==> src/rtl/lsu_mem_if.sv <==
// ---------------------------------------------------------------------------
// lsu_mem_if
//
// Load/store unit that sits directly after the execute stage. It turns the
// per-cycle memory strobes from execute into a single req/ack transaction on
// a variable-latency data-memory bus. It stalls the pipeline while a
// transaction is outstanding and returns load data to the register file as
// a one-cycle write pulse. A sticky error flag reports bus timeouts and
// illegal operation encodings.
//
// Parameters
//   TIMEOUT  cycles bus_req may wait for bus_ack before giving up (0 = never)
//   CNT_W    wait counter width, must satisfy 2**CNT_W > TIMEOUT
//
// Ports
//   clk             rising-edge clock for all logic
//   reset           synchronous active-high reset, highest priority
//   d_mem_en        memory op strobe from execute
//   d_mem_rd        load request
//   d_mem_wr        store request
//   d_mem_addr      byte address of the op
//   d_mem_data_out  store data from execute
//   ld_dst_reg      destination register for a load
//   lsu_busy        stall to fetch/decode/execute (registered state decode)
//   ld_wr_en        one-cycle register write pulse for load data
//   ld_wr_sel       register index for the load write
//   ld_wr_data      load data, holds its value between pulses
//   bus_req         memory request, held until ack or timeout
//   bus_we          1 = write, 0 = read
//   bus_addr        latched address
//   bus_wdata       latched store data
//   bus_ack         memory completion, only looked at while requesting
//   bus_rdata       read data, valid with bus_ack
//   mem_err         sticky error flag
//   err_clr         clears mem_err (a new error in the same cycle wins)
// ---------------------------------------------------------------------------
module lsu_mem_if #(
    parameter int TIMEOUT = 16,
    parameter int CNT_W   = 5
) (
    input  logic        clk,
    input  logic        reset,
    input  logic        d_mem_en,
    input  logic        d_mem_rd,
    input  logic        d_mem_wr,
    input  logic [11:0] d_mem_addr,
    input  logic [7:0]  d_mem_data_out,
    input  logic [2:0]  ld_dst_reg,
    output logic        lsu_busy,
    output logic        ld_wr_en,
    output logic [2:0]  ld_wr_sel,
    output logic [7:0]  ld_wr_data,
    output logic        bus_req,
    output logic        bus_we,
    output logic [11:0] bus_addr,
    output logic [7:0]  bus_wdata,
    input  logic        bus_ack,
    input  logic [7:0]  bus_rdata,
    output logic        mem_err,
    input  logic        err_clr
);

    typedef enum logic [1:0] {
        IDLE = 2'd0,
        REQ  = 2'd1,
        WB   = 2'd2
    } state_t;

    localparam logic [CNT_W-1:0] TIMEOUT_V  = CNT_W'(TIMEOUT);
    localparam logic             TIMEOUT_EN = (TIMEOUT != 0);

    state_t           state;
    logic [CNT_W-1:0] wait_cnt;
    logic [CNT_W-1:0] wait_cnt_inc;
    logic [2:0]       dst_q;

    logic op_legal;
    logic op_illegal;
    logic store_done;
    logic timeout_hit;
    logic accept_slot;

    // Decode of the incoming op and of the edges on which the unit is
    // (or is about to be) idle. A new op may be taken on any edge where the
    // state would otherwise land in IDLE, so back-to-back ops see no gap.
    // The wait counter saturates instead of wrapping so a disabled timeout
    // can never alias back to zero.
    always_comb begin
        op_legal     = d_mem_en & (d_mem_rd ^ d_mem_wr);
        op_illegal   = d_mem_en & ~(d_mem_rd ^ d_mem_wr);
        wait_cnt_inc = (&wait_cnt) ? wait_cnt : wait_cnt + CNT_W'(1);
        store_done   = (state == REQ) && bus_ack && bus_we;
        timeout_hit  = TIMEOUT_EN && (state == REQ) && !bus_ack
                       && (wait_cnt_inc >= TIMEOUT_V);
        accept_slot  = (state == IDLE) || (state == WB)
                       || store_done || timeout_hit;
    end

    // Main FSM with all outputs registered. The per-state case handles the
    // transaction in flight; the accept block afterwards overrides the next
    // state when a new legal op arrives in an accept slot. mem_err is set by
    // an illegal op or a timeout and only cleared when neither happens.
    always_ff @(posedge clk) begin
        if (reset) begin
            state      <= IDLE;
            wait_cnt   <= '0;
            dst_q      <= '0;
            lsu_busy   <= 1'b0;
            ld_wr_en   <= 1'b0;
            ld_wr_sel  <= '0;
            ld_wr_data <= '0;
            bus_req    <= 1'b0;
            bus_we     <= 1'b0;
            bus_addr   <= '0;
            bus_wdata  <= '0;
            mem_err    <= 1'b0;
        end else begin
            ld_wr_en <= 1'b0;

            case (state)
                IDLE: begin
                    lsu_busy <= 1'b0;
                end
                REQ: begin
                    if (bus_ack) begin
                        bus_req <= 1'b0;
                        if (bus_we) begin
                            state    <= IDLE;
                            lsu_busy <= 1'b0;
                        end else begin
                            ld_wr_data <= bus_rdata;
                            ld_wr_sel  <= dst_q;
                            ld_wr_en   <= 1'b1;
                            state      <= WB;
                        end
                    end else begin
                        wait_cnt <= wait_cnt_inc;
                        if (timeout_hit) begin
                            bus_req  <= 1'b0;
                            state    <= IDLE;
                            lsu_busy <= 1'b0;
                        end
                    end
                end
                WB: begin
                    state    <= IDLE;
                    lsu_busy <= 1'b0;
                end
                default: begin
                    state    <= IDLE;
                    lsu_busy <= 1'b0;
                    bus_req  <= 1'b0;
                end
            endcase

            if (accept_slot && op_legal) begin
                state     <= REQ;
                lsu_busy  <= 1'b1;
                bus_req   <= 1'b1;
                bus_we    <= d_mem_wr;
                bus_addr  <= d_mem_addr;
                bus_wdata <= d_mem_data_out;
                dst_q     <= ld_dst_reg;
                wait_cnt  <= '0;
            end

            if ((accept_slot && op_illegal) || timeout_hit) begin
                mem_err <= 1'b1;
            end else if (err_clr) begin
                mem_err <= 1'b0;
            end
        end
    end

endmodule
==> config.mk <==
export PLATFORM = sky130hd
export DESIGN_NAME = lsu_mem_if
export DESIGN_NICKNAME = d
export VERILOG_FILES = /design/src/rtl/lsu_mem_if.sv
export SDC_FILE = /design/constraint.sdc
export NUM_CORES = 1
export LEC_CHECK = 0
export BUFFER_PORTS_ARGS = -buffer_cell sky130_fd_sc_hd__clkbuf_2
export CORE_ASPECT_RATIO = 2
export CORE_MARGIN = 10
export CORE_UTILIZATION = 50
export CTS_CLUSTER_SIZE = 25
export DETAILED_ROUTE_END_ITERATION = 10
export GPL_TIMING_DRIVEN = 0
export PLACE_DENSITY = 0.93
export SYNTH_ARGS = -nofsm -noshare
export SYNTH_HDL_FRONTEND = slang
export SYNTH_SLANG_ARGS = --single-unit
==> constraint.sdc <==
create_clock -name clk -period 4.14 [get_ports clk]
set_input_delay 0.414 -clock clk [delete_from_list [all_inputs] [get_ports clk]]
set_output_delay 0.414 -clock clk [all_outputs]
set_load 0.01 [all_outputs]
After elaboration in Yosys (flattened, before gate mapping)
Index checks and enable logic that the tools add are counted.
Cells by class
  $add $sub $neg: 1
  order comparisons: 1
  equal/unequal tests: 7
  multiplexer cells: 17
  bitwise gates (word level): 8
  reduce and logical (&&, ||, !) cells: 23
Operators with widths (number)
  1-bit two-way mux: 11
  2-bit AND reduction: 5
  4-bit by 3-bit inequality test with 1-bit output (second input constant): 2
  1-bit logical AND: 6
  2-bit two-way mux: 3
  5-bit by 1-bit adder with 5-bit output (second input constant): 1
  5-bit greater-or-equal comparator (second input constant): 1
  5-bit two-way mux: 1
  1-bit NOT: 5
  5-bit AND reduction: 1
  1-bit logical OR: 4
  2-bit by 1-bit inequality test with 1-bit output (second input constant): 2
  2-bit case mux with 2 select lines: 1
  2-bit OR reduction: 2
  3-bit inequality test (second input constant): 1
  3-bit AND reduction: 1
  3-bit OR reduction: 1
  1-bit AND: 2
  2-bit by 1-bit equality test with 1-bit output (second input constant): 1
  2-bit equality test (second input constant): 1
  2-bit logical NOT: 1
  1-bit case mux with 2 select lines: 1
  2-bit nonzero test: 1
  1-bit logical NOT: 1
  1-bit bitwise XOR: 1
Word-level totals
  flip-flop bits (word level): 46
  output and inout port bits: 36
  word-level logic and storage cells: 70

Longest topological paths before layout
Gate-level depths: netlist (run 1).
  depth in word-level cells: 8
  gate-level depth with buffers: 6
  mapped depth without buffers: 5

Least setup slack after synthesis (run 1)
OpenSTA, ideal clock, no wires.
  kind: register to register
  start: reg wait_cnt[0]
  end: reg bus_addr[10]
  arrival: 1486 ps
  required time: 4068 ps
  setup slack: 2582 ps
  stages on the path, launching flop included: 7
  path buffers: 1
  period minus slack after synthesis: 1558 ps
  cell sequence: dfxtp_1 ha_1 a31oi_1 nand2b_2 a31oi_4 buf_6 mux2i_1
On the way
  cells in the longest elaborated chain, start to end: 6
RTL lines
  start, declared: RTL line 73  | logic [CNT_W-1:0] wait_cnt;
  start signal, assigned: RTL line 137  | wait_cnt <= wait_cnt_inc;
  5-bit by 1-bit adder with 5-bit output / 5-bit AND reduction (equally long branches): RTL line 91  | wait_cnt_inc = (&wait_cnt) ? wait_cnt : wait_cnt + CNT_W'(1);
  5-bit two-way mux *: RTL line 91
  5-bit greater-or-equal comparator *: RTL line 94  | && (wait_cnt_inc >= TIMEOUT_V);
  1-bit logical AND *: RTL line 94
  1-bit logical OR *: RTL line 96  | || store_done || timeout_hit;
  1-bit logical AND *: RTL line 156  | if (accept_slot && op_legal) begin
  end signal, assigned: RTL line 161  | bus_addr <= d_mem_addr;
  end, declared: RTL line 55  | output logic [11:0] bus_addr,
Mark *: on every way between the ends. The rest lies on a longest branch, timed or not.
A chain may end at the register's enable or synchronous reset.

Worst setup path in the final report (run 1)
  start: reg wait_cnt[0]
  end: reg bus_wdata[5]
On the way
  cells in the longest elaborated chain, start to end: 6
RTL lines
  5-bit by 1-bit adder with 5-bit output / 5-bit AND reduction (equally long branches): RTL line 91
  5-bit two-way mux *: RTL line 91
  5-bit greater-or-equal comparator *: RTL line 94
  1-bit logical AND *: RTL line 94
  1-bit logical OR *: RTL line 96
  1-bit logical AND *: RTL line 156
  end signal, assigned: RTL line 162  | bus_wdata <= d_mem_data_out;
  end, declared: RTL line 56  | output logic [7:0] bus_wdata,
Marked as above.

==> metrics.txt, run 1 <==
Cell Area, Synth=1957 µm²; area of the multi-input gates=between 900 and 1000 µm²; P per Cell Area=just under 400 nW/µm²; final setup violation count=0; post-CTS sizing=0; Die Span X=64.24 µm; crit path cell chain=ha_1 > a31oi_1 > nand2b_2 > a31oi_4 > buf_6 > mux2i_1; Setup TNS=0 ns; Clock Sinks=46; DR vias=1,631; Gate Count Post-Synth=204; EDFF count, synth=0; Placement Rows=32; WL per Instance=13.88 µm; delay-heaviest family, CP=compound AO/OA/AOI/OAI gates; Tot GR Track Use=13.27%; Hold Slack=around 0.33 ns; first-pass GRT wire length=7.590 mm; # IOs=74; clock share of power=39.4%; Largest stage delay, worst path=0.38 ns; Lkg Pwr=1.101 nW; number of global-route vias before repair=approximately 1,600; Slew HR=67.12%; register area=roughly 920 µm²; Remaining Overflow, GRT=0; initial antenna violation count=0; hold bufs inserted after CTS=0; Max Cap Viol=0; startpoint types=register; Switching Share=22.59%; outcome=completed; root buffer cell=clkbuf_8; Syn Area/Cell=9.593 µm²; Final Max Tran Viols=0; clock buffer depth=2; Via density=4.854; IO Port Bufs=73; Post-synth top cells=nand2b_1, dfxtp_1, nand2_1; die height=108.5 µm; CTS clk-pin slew, worst paths=0.09 ns; fill count=between 300 and 400; Post-Route WL=4.663 mm; Required @ worst endpoint=4.36 ns; count leader, synth=nand2b_1; Worst setup EP type=register; Power Total=991.6 µW; Yosys top cell by area=dfxtp_1; Hold Vio Cnt, Final=0; RSZ-0062 raised after global routing=false; CTS tree=built; Post-CTS Setup Bufs=0; largest net degree at the start of global routing=16; Die ar.=6968 µm²; Clock Skews=0.006446 ns; VDD IR-drop max=0.3689 mV; Synth area leaders=dfxtp_1, nand2b_1, mux2i_1; DR pass1 iterations=4; crit share post-route=43.84%; ant diodes=0; CTS H-tree depth=2; Register-to-Register Setup Slack=2.32 ns; Critical Path AT=2.04 ns; switching power=approximately 220 µW; placed wire-length estimate=~3.7 mm; worst-path maximum fanout=10; Yosys reg bits=46; Synth Net Count=243; Hold Path Class=input pin to register; min Tclk post-route=roughly 1.8 ns; core area=between 3000 and 4000 µm²; CP max-delay cell=dfxtp_1; drt initial violations=71; worst-skew pair later-pin latency=0.30 ns; Placer Congestion=0.6810; post-route ant nets=0; sequential share of the synthesized area=47.06%; Least-Margin Pin Slew=0.4880 ns; fmax=roughly 550 MHz; layout cells sized above 1=30.53%; Post-synth top flop=dfxtp_1; nets@finish=323; Distinct cells, synth=28; number of remaining DRC errors=0; cts bufs inserted=5; Int Pwr=about 770 µW; async set-reset flop share out of synthesis=0%; Starting Density=around half; Synth Warn #=0; combinational power share=12.6%; Reg power frac=a little under half; WP buf/inv=1; Area growth, synth to finish=28.96%; Crit Path Class=register to register; Yosys top cell area share=47.06%
==> tightest hold or removal path, stage by stage <==
cell and delay [ns]:
clkbuf_2 0.08, nand2_1 0.04, a21oi_1 0.05
==> cell type report <==
| class | count | area share [%] |
|---|---|---|
| Buffer | 12 | 2.677 |
| Clock buffer | 5 | 2.727 |
| Clock inverter | 3 | 2.727 |
| Inverter | 3 | 0.4462 |
| Multi-Input combinational cell | 143 | 37.93 |
| Sequential cell | 46 | 36.49 |
| Tap cell | 51 | 2.529 |
| Timing Repair Buffer | 73 | 14.48 |
==> per-layer routing <==
metal,up-vias,share of wire (%),track usage [%],wire (µm)
li1,834,-,-,-
met1,739,35,12.48,1626
met2,53,56,25.32,2600
met3,5,7.9,4.560,367
met4,0,1.5,5.077,69
met5,-,0,0,0
==> worst paths after layout <==
kind                               from  depth (start not counted)                          to
max            wait_cnt[0]$_SDFFE_PP0P_                          6   bus_wdata[5]$_SDFFE_PP0P_
min                        bus_rdata[7]                          3  ld_wr_data[7]$_SDFFE_PP0P_
max reg2reg    wait_cnt[0]$_SDFFE_PP0P_                          6   bus_wdata[5]$_SDFFE_PP0P_
min reg2reg  ld_wr_data[6]$_SDFFE_PP0P_                          2  ld_wr_data[6]$_SDFFE_PP0P_
==> flip-flops by register name (all words and copies together) (netlist names), named ones only <==
signal and cells:
state 2, ld_wr_sel 3, lsu_busy 1, mem_err 1, dst_q 3, wait_cnt 4, bus_wdata 8, bus_addr 12
bus_we 1, bus_req 1, ld_wr_data 8, ld_wr_en 1
==> per-stage QoR <==
stage / cells / area [µm²] / setup WS, ns / util [%]
finish: 336 / 2524 / 2.325 / 66.35
global route: 336 / 2524 / 2.204 / 66.35
CTS: 336 / 2524 / 2.314 / 66.35
detailed placement: 328 / 2386 / 2.298 / 62.73
global placement: 328 / 2386 / 2.393 / 62.73
floorplan: 204 / 1957 / 2.582 / -
==> cell usage in the layout, fill, tap and decap left out, types with 2 or more instances in the layout <==
| master | instances |
|---|---|
| nor3_1 | 2 |
| xor2_1 | 2 |
| nand2b_1 | 48 |
| mux2i_1 | 25 |
| dfxtp_1 | 46 |
| nand2_1 | 26 |
| clkbuf_1 | 9 |
| clkbuf_2 | 73 |
| clkbuf_8 | 5 |
| a21boi_0 | 2 |
| inv_1 | 3 |
| bufinv_16 | 2 |
| o21ba_1 | 3 |
| nor4_1 | 2 |
| buf_6 | 3 |
| nor2_1 | 5 |
| a21oi_1 | 14 |
==> logic make-up (layout without fill, tap and decap cells) <==
| family | count (synthesis) | count (layout) | synth area share, % |
|---|---|---|---|
| mux | 25 | 25 | 12.79 |
| compound gates | 24 | 24 | 8.376 |
| fa+ha+maj | 1 | 1 | 0.6393 |
| flops | 46 | 46 | 47.06 |
| simple gates | 91 | 91 | 26.22 |
| xor+xnor | 2 | 2 | 0.8953 |
| buf+inv | 15 | 96 | 4.028 |
==> power groups by stage <==
stage | Clock (mW) | Sequential, mW | Combinational, mW
2_1_floorplan | 0 | 0.494 | 0.0662
3_3_place_gp | 0 | 0.485 | 0.124
3_5_place_dp | 0 | 0.486 | 0.127
4_1_cts | 0.400 | 0.476 | 0.128
5_1_grt | 0.415 | 0.479 | 0.138
6_report | 0.391 | 0.476 | 0.125
(Power assumes the default switching activity.)
==> run 2: changes to the inputs <==
- ABC_AREA: not set -> 1
- CORE_UTILIZATION: 50 -> 44
- PLACE_DENSITY: 0.93 -> 0.87
- clock period: 4.14 -> 1.5 ns (I/O delays scaled with it)
==> metrics.txt, run 2 <==
Post-synth top cells=nor2_1, dfxtp_1, nand2_1; CTS tree=built; WP buf/inv=1 (unchanged); Synth area leaders=dfxtp_1, nor2_1, a21oi_1; initial antenna violation count=0 (unchanged); Clock Skews=0.006495 ns (+0.00004822 ns); crit share post-route=93.09% (+49 points); layout cells sized above 1=28.26% (-2.3 points); Gate Count Post-Synth=285 (+40%); Synth Warn #=0 (unchanged); IO Port Bufs=73 (unchanged); cts bufs inserted=5 (unchanged); count leader, synth=nor2_1; Area growth, synth to finish=30.24%; Yosys top cell area share=45.89% (-1.2 points); crit path cell chain=ha_2 > nand3_2 > nand2_2 > nand2_2 > nand2_4 > buf_8 > nand2_4 > nand2_4 > nor2_1; worst-skew pair later-pin latency=0.30 ns (about the same); number of remaining DRC errors=0 (unchanged); FF-to-FF path depth=9 (+3); pre-CTS setup slack=-0.05490 ns (-2.353 ns); final core occ=59.65% (-6.7 points); root buffer cell=clkbuf_8; min Tclk post-route=1.396 ns (-0.4188 ns); Slew HR=70.18% (+3.1 points); VDD IR-drop max=0.7271 mV (+97%); DR pass1 iterations=4 (unchanged); outcome=completed; number of global-route vias before repair=1,929 (+17%); Post-Route WL=5.324 mm (+14%); Cell Area, Synth=2007 µm² (+2.6%); Starting Density=45.80% (-5.6 points); hold depth=3 (unchanged); startpoint types=register; Final Max Tran Viols=0 (unchanged); Synth Net Count=324 (+33%); Yosys reg bits=46 (unchanged); delay-heaviest family, CP=simple AND/OR/NAND/NOR gates; biggest registers after layout=bus_addr x12, bus_wdata x8, ld_wr_data x8; Placement Rows=34 (+6.3%); Distinct cells, synth=21 (-25%); CTS clk-pin slew, worst paths=0.09 ns (about the same); P per Cell Area=1122 nW/µm² (+190%); Required @ worst endpoint=1.69 ns (-2.67 ns); sequential share of the synthesized area=45.89% (-1.2 points); Register-to-Register Setup Slack=0.10 ns (-2.22 ns); placed cells=412 (+26%); Least-Margin Pin Slew=0.4473 ns (-0.04073 ns); Lkg Pwr=1.333 nW (+21%); commonest non-fill, non-tap cell in the layout=clkbuf_2; Die ar.=7826 µm² (+12%); async set-reset flop share out of synthesis=0% (unchanged); Placer Congestion=0.7417 (+8.9%); core area=4382 µm² (+15%); Critical Path AT=1.59 ns (-0.45 ns); Syn Area/Cell=7.042 µm² (-27%); CP max-delay cell=dfxtp_2; CTS H-tree depth=2 (unchanged); switching power=751.3 µW (+240%); Crit Path Class=register to register; Post-synth top flop=dfxtp_1; Via density=4.770 (-1.7%); die height=115.5 µm (+6.5%); WL per Instance=12.62 µm (-9.1%); ant diodes=0 (unchanged); Reg power frac=46.0% (-2.0 points); Clock Sinks=46 (unchanged); Hold EP=ld_wr_data[2]$_SDFFE_PP0P_; commonest non-fill, non-tap cells in the layout=clkbuf_2, nor2_1, dfxtp_1, nand2_1, inv_1; Die Span X=67.76 µm (+5.5%); PnR worst setup slack=0.1037 ns (-2.221 ns); DR vias=2,013 (+23%); Max Cap Viol=0 (unchanged); Largest stage delay, worst path=0.35 ns (-0.03 ns); Switching Share=25.63% (+3.0 points); placed wire-length estimate=4.270 mm (+14%); combinational power share=16.5% (+3.9 points); worst-path maximum fanout=10 (unchanged); Non-Filler Instances=422 (+26%); EDFF count, synth=0 (unchanged); clock buffer depth=2 (unchanged); first-pass GRT wire length=8.528 mm (+12%); Tot GR Track Use=13.74% (+0.46 points); Reg with most FFs=bus_addr; Worst setup EP type=register; hold bufs inserted after CTS=0 (unchanged); # IOs=74 (unchanged); Hold Startpoint=bus_rdata[2]; largest net degree at the start of global routing=16 (unchanged); Remaining Overflow, GRT=0 (unchanged); post-route ant nets=0 (unchanged); fmax=716.2 MHz (+30%); Hold Path Class=input pin to register; clock share of power=37.5% (-1.9 points); Yosys top cell by area=dfxtp_1; Critical Path Most Common Cell=nand2_4; nets@finish=406 (+26%); drt initial violations=54 (-24%); max reg flops=12 (unchanged); Hold Vio Cnt, Final=0 (unchanged); Int Pwr=2.180 mW (+180%); final setup violation count=0 (unchanged)
run 2: final cells by class:
class,count,area (µm²)
fill,426,1768
sequential,46,923.4
multi-input combinational,187,858.3
timing repair buffer,75,380.4
inverter,37,138.9
buffer,15,107.6
clock buffer,5,68.82
clock inverter,3,68.82
tap,54,67.56
run 2: timing repair:
item                                    4_1_cts  5_1_grt
pin swaps                                     1        0
hold endpoints to repair                      0        0
setup buffers                                 1        1
resized for setup                             4        3
endpoints found under the setup margin       28       32
run 2: cell families after synthesis:
group	share of synthesized area, %
XOR/XNOR	0.4365
AO/OA/AOI/OAI	11.22
AND/OR/NAND/NOR	29.74
buffers and inverters	12.09
flip-flops	45.89
adder cells (fa/ha/maj)	0.6233
run 2: through the flow:
stage	hold WS [ns]	area [µm²]	TNS (ns)	total power [mW]
after floorplan	0.2191	2007	0	1.671
after global placement	0.4007	2440	-0.1617	1.845
after detailed placement	0.4067	2440	-0.5988	1.863
after CTS	0.09316	2595	0	2.954
after global routing	0.1057	2614	-0.005456	3.069
final	0.09910	2614	0	2.931
run 2: worst min-delay path, cell delays in order:
cell	delay, ns
clkbuf_2	0.07
o21ai_0	0.07
nor2_1	0.07
run 2: layer usage:
layer  GRT usage (%)  part of all wire [%]  vias to the layer above
met5               0                     0                        -
met4           6.061                   2.5                        0
met3           3.965                   6.7                       11
met2           25.90                    55                       56
met1           12.81                    35                      896
li1                -                     -                     1050
run 2: how the worst max path moves through the flow:
stage | from | endpoint | slack [ns] | cells after the start
after global routing | register | bus_wdata[4]$_SDFFE_PP0P_ | -0.004 | 9
final | register | register | 0.10 | 9
after global placement | wait_cnt[0]$_SDFFE_PP0P_ | bus_wdata[3]$_SDFFE_PP0P_ | -0.02 | 9
after detailed placement | wait_cnt[0]$_SDFFE_PP0P_ | bus_wdata[3]$_SDFFE_PP0P_ | -0.05 | 9
after CTS | register | register | 0.02 | 9
after floorplan | wait_cnt[0]$_SDFFE_PP0P_ | bus_wdata[0]$_SDFFE_PP0P_ | 0.14 | 9
run 2: power by group through the flow:
stage	Clock, mW	Combinational (mW)	Sequential (mW)
floorplan	0	0.265	1.41
global placement	0	0.473	1.37
detailed placement	0	0.486	1.38
CTS	1.12	0.489	1.35
global route	1.16	0.546	1.36
finish	1.10	0.484	1.35
==> run 3: changes to the inputs <==
- RECOVER_POWER: not set -> 50
==> metrics.txt, run 3 (synthesis results as in run 2) <==
root buffer cell=clkbuf_8; Required @ worst endpoint=1.69 ns (about the same); ant diodes=0 (unchanged); DR vias=2,011 (-0.099%); # IOs=74 (unchanged); Lkg Pwr=1.208 nW (-9.4%); Die Span X=67.76 µm (unchanged); placed wire-length estimate=4.270 mm (unchanged); Power Total=2.910 mW (-0.72%); Clock Skews=0.006225 ns (-0.0002697 ns); WP buf/inv=1 (unchanged); Area growth, synth to finish=27.93%; Hold EP=ld_wr_data[2]$_SDFFE_PP0P_; Largest stage delay, worst path=0.35 ns (about the same); initial antenna violation count=0 (unchanged); post-route ant nets=0 (unchanged); Tot GR Track Use=13.74% (unchanged); Hold Path Class=input pin to register; Hold Slack=0.09941 ns (+0.0003108 ns); CTS tree=built; layout cells sized above 1=18.21% (-10 points); Crit Path Class=register to register; max reg flops=12 (unchanged); commonest non-fill, non-tap cells in the layout=nor2_1, dfxtp_1, clkbuf_1, nand2_1, clkbuf_2; Least-Margin Pin Slew=0.4472 ns (-0.00004447 ns); biggest registers after layout=bus_addr x12, bus_wdata x8, ld_wr_data x8; min Tclk post-route=1.401 ns (+0.005160 ns); number of remaining DRC errors=0 (unchanged); Starting Density=45.80% (unchanged); hold bufs inserted after CTS=0 (unchanged); delay-heaviest family, CP=simple AND/OR/NAND/NOR gates; WL per Instance=12.65 µm (+0.24%); commonest non-fill, non-tap cell in the layout=nor2_1; P per Cell Area=1134 nW/µm² (+1.1%); Crit. path cell count=9 (unchanged); Critical Path Most Common Cell=nand2_4; nets@finish=406 (unchanged); outcome=completed; die height=115.5 µm (unchanged); Register-to-Register Setup Slack=0.1 ns (about the same); startpoint types=register; final setup violation count=0 (unchanged); Placement Rows=34 (unchanged); Critical Path AT=1.59 ns (about the same); Max Cap Viol=0 (unchanged); first-pass GRT wire length=8.528 mm (unchanged); Remaining Overflow, GRT=0 (unchanged); Post-Route WL=5.337 mm (+0.24%); largest net degree at the start of global routing=16 (unchanged); hold depth=3 (unchanged); Die ar.=7826 µm² (unchanged); Placer Congestion=0.7417 (unchanged); Slew HR=70.19% (about the same); Hold Vio Cnt, Final=0 (unchanged); Reg with most FFs=bus_addr; IO Port Bufs=73 (unchanged); Via density=4.765 (about the same); fmax=713.5 MHz (-0.37%); clock buffer depth=2 (unchanged); Clock Sinks=46 (unchanged); core area=4382 µm² (unchanged); Worst setup EP type=register; DR pass1 iterations=4 (unchanged); VDD IR-drop max=0.7236 mV (-0.48%); CP max-delay cell=dfxtp_2; CTS H-tree depth=2 (unchanged); worst-skew pair later-pin latency=0.30 ns (about the same); FF-to-FF path depth=9 (unchanged); Hold Startpoint=bus_rdata[2]; crit share post-route=93.43% (+0.34 points); CTS clk-pin slew, worst paths=0.09 ns (about the same); number of global-route vias before repair=1,929 (unchanged); drt initial violations=47 (-13%); fill count=437 (+2.6%); cts bufs inserted=5 (unchanged); Final Max Tran Viols=0 (unchanged); crit path cell chain=ha_2 > nand3_2 > nand2_2 > nand2_2 > nand2_4 > buf_8 > nand2_4 > nand2_4 > nor2_1; Setup TNS=0 ns (unchanged); worst-path maximum fanout=10 (unchanged)
-- run 3: worst reg2reg max path: cells and delay by family (launching register included) --
kind          cells  cell delay, ns
simple gates      7            0.60
fa+ha+maj         1            0.20
flops             1            0.35
buf+inv           1            0.14
-- run 3: area by class of cell --
class,count,area (µm²),area share [%]
Sequential cell,46,923.4,35.96
Multi-Input combinational cell,187,858.3,33.43
Timing Repair Buffer,75,335.3,13.06
Inverter,37,138.9,5.409
Buffer,15,106.4,4.142
Clock buffer,5,68.82,2.680
Clock inverter,3,68.82,2.680
Tap cell,54,67.56,2.632
-- run 3: how the worst max path moves through the flow --
stage                                         from                        end  slack (ns)
final                                     register                   register         0.1
after detailed placement  wait_cnt[0]$_SDFFE_PP0P_  bus_wdata[3]$_SDFFE_PP0P_       -0.05
after global routing                      register  bus_wdata[4]$_SDFFE_PP0P_      -0.004
after CTS                                 register                   register        0.02
after global placement    wait_cnt[0]$_SDFFE_PP0P_  bus_wdata[3]$_SDFFE_PP0P_       -0.02
after floorplan           wait_cnt[0]$_SDFFE_PP0P_  bus_wdata[0]$_SDFFE_PP0P_        0.14
-- run 3: through the flow --
stage	util, %	instances	instance area [µm²]	setup slack [ns]
detailed placement	55.68	412	2440	-0.05490
floorplan	-	285	2007	0.1381
finish	58.60	422	2567	0.09855
CTS	59.22	421	2595	0.02411
global route	58.60	422	2567	-0.003588
global placement	55.68	412	2440	-0.02451
-- run 3: power by group --
part | internal [mW] | switching (mW)
Combinational | 0.191 | 0.276
Sequential | 1.30 | 0.0445
Clock | 0.668 | 0.428
-- run 3: timing repair --
item | in CTS | in global routing
gates cloned | 0 | 0
gates resized for setup | 4 | 3
buffers inserted | 1 | 1
endpoints found under the setup margin | 28 | 32
pin swaps | 1 | 0
-- run 3: metal layers --
layer	vias to the layer above	part of all wire, %	GRT usage (%)
li1	1048	-	-
met1	895	36	12.81
met2	58	55	25.90
met3	10	6.4	3.965
met4	0	2.5	6.061
met5	-	0	0
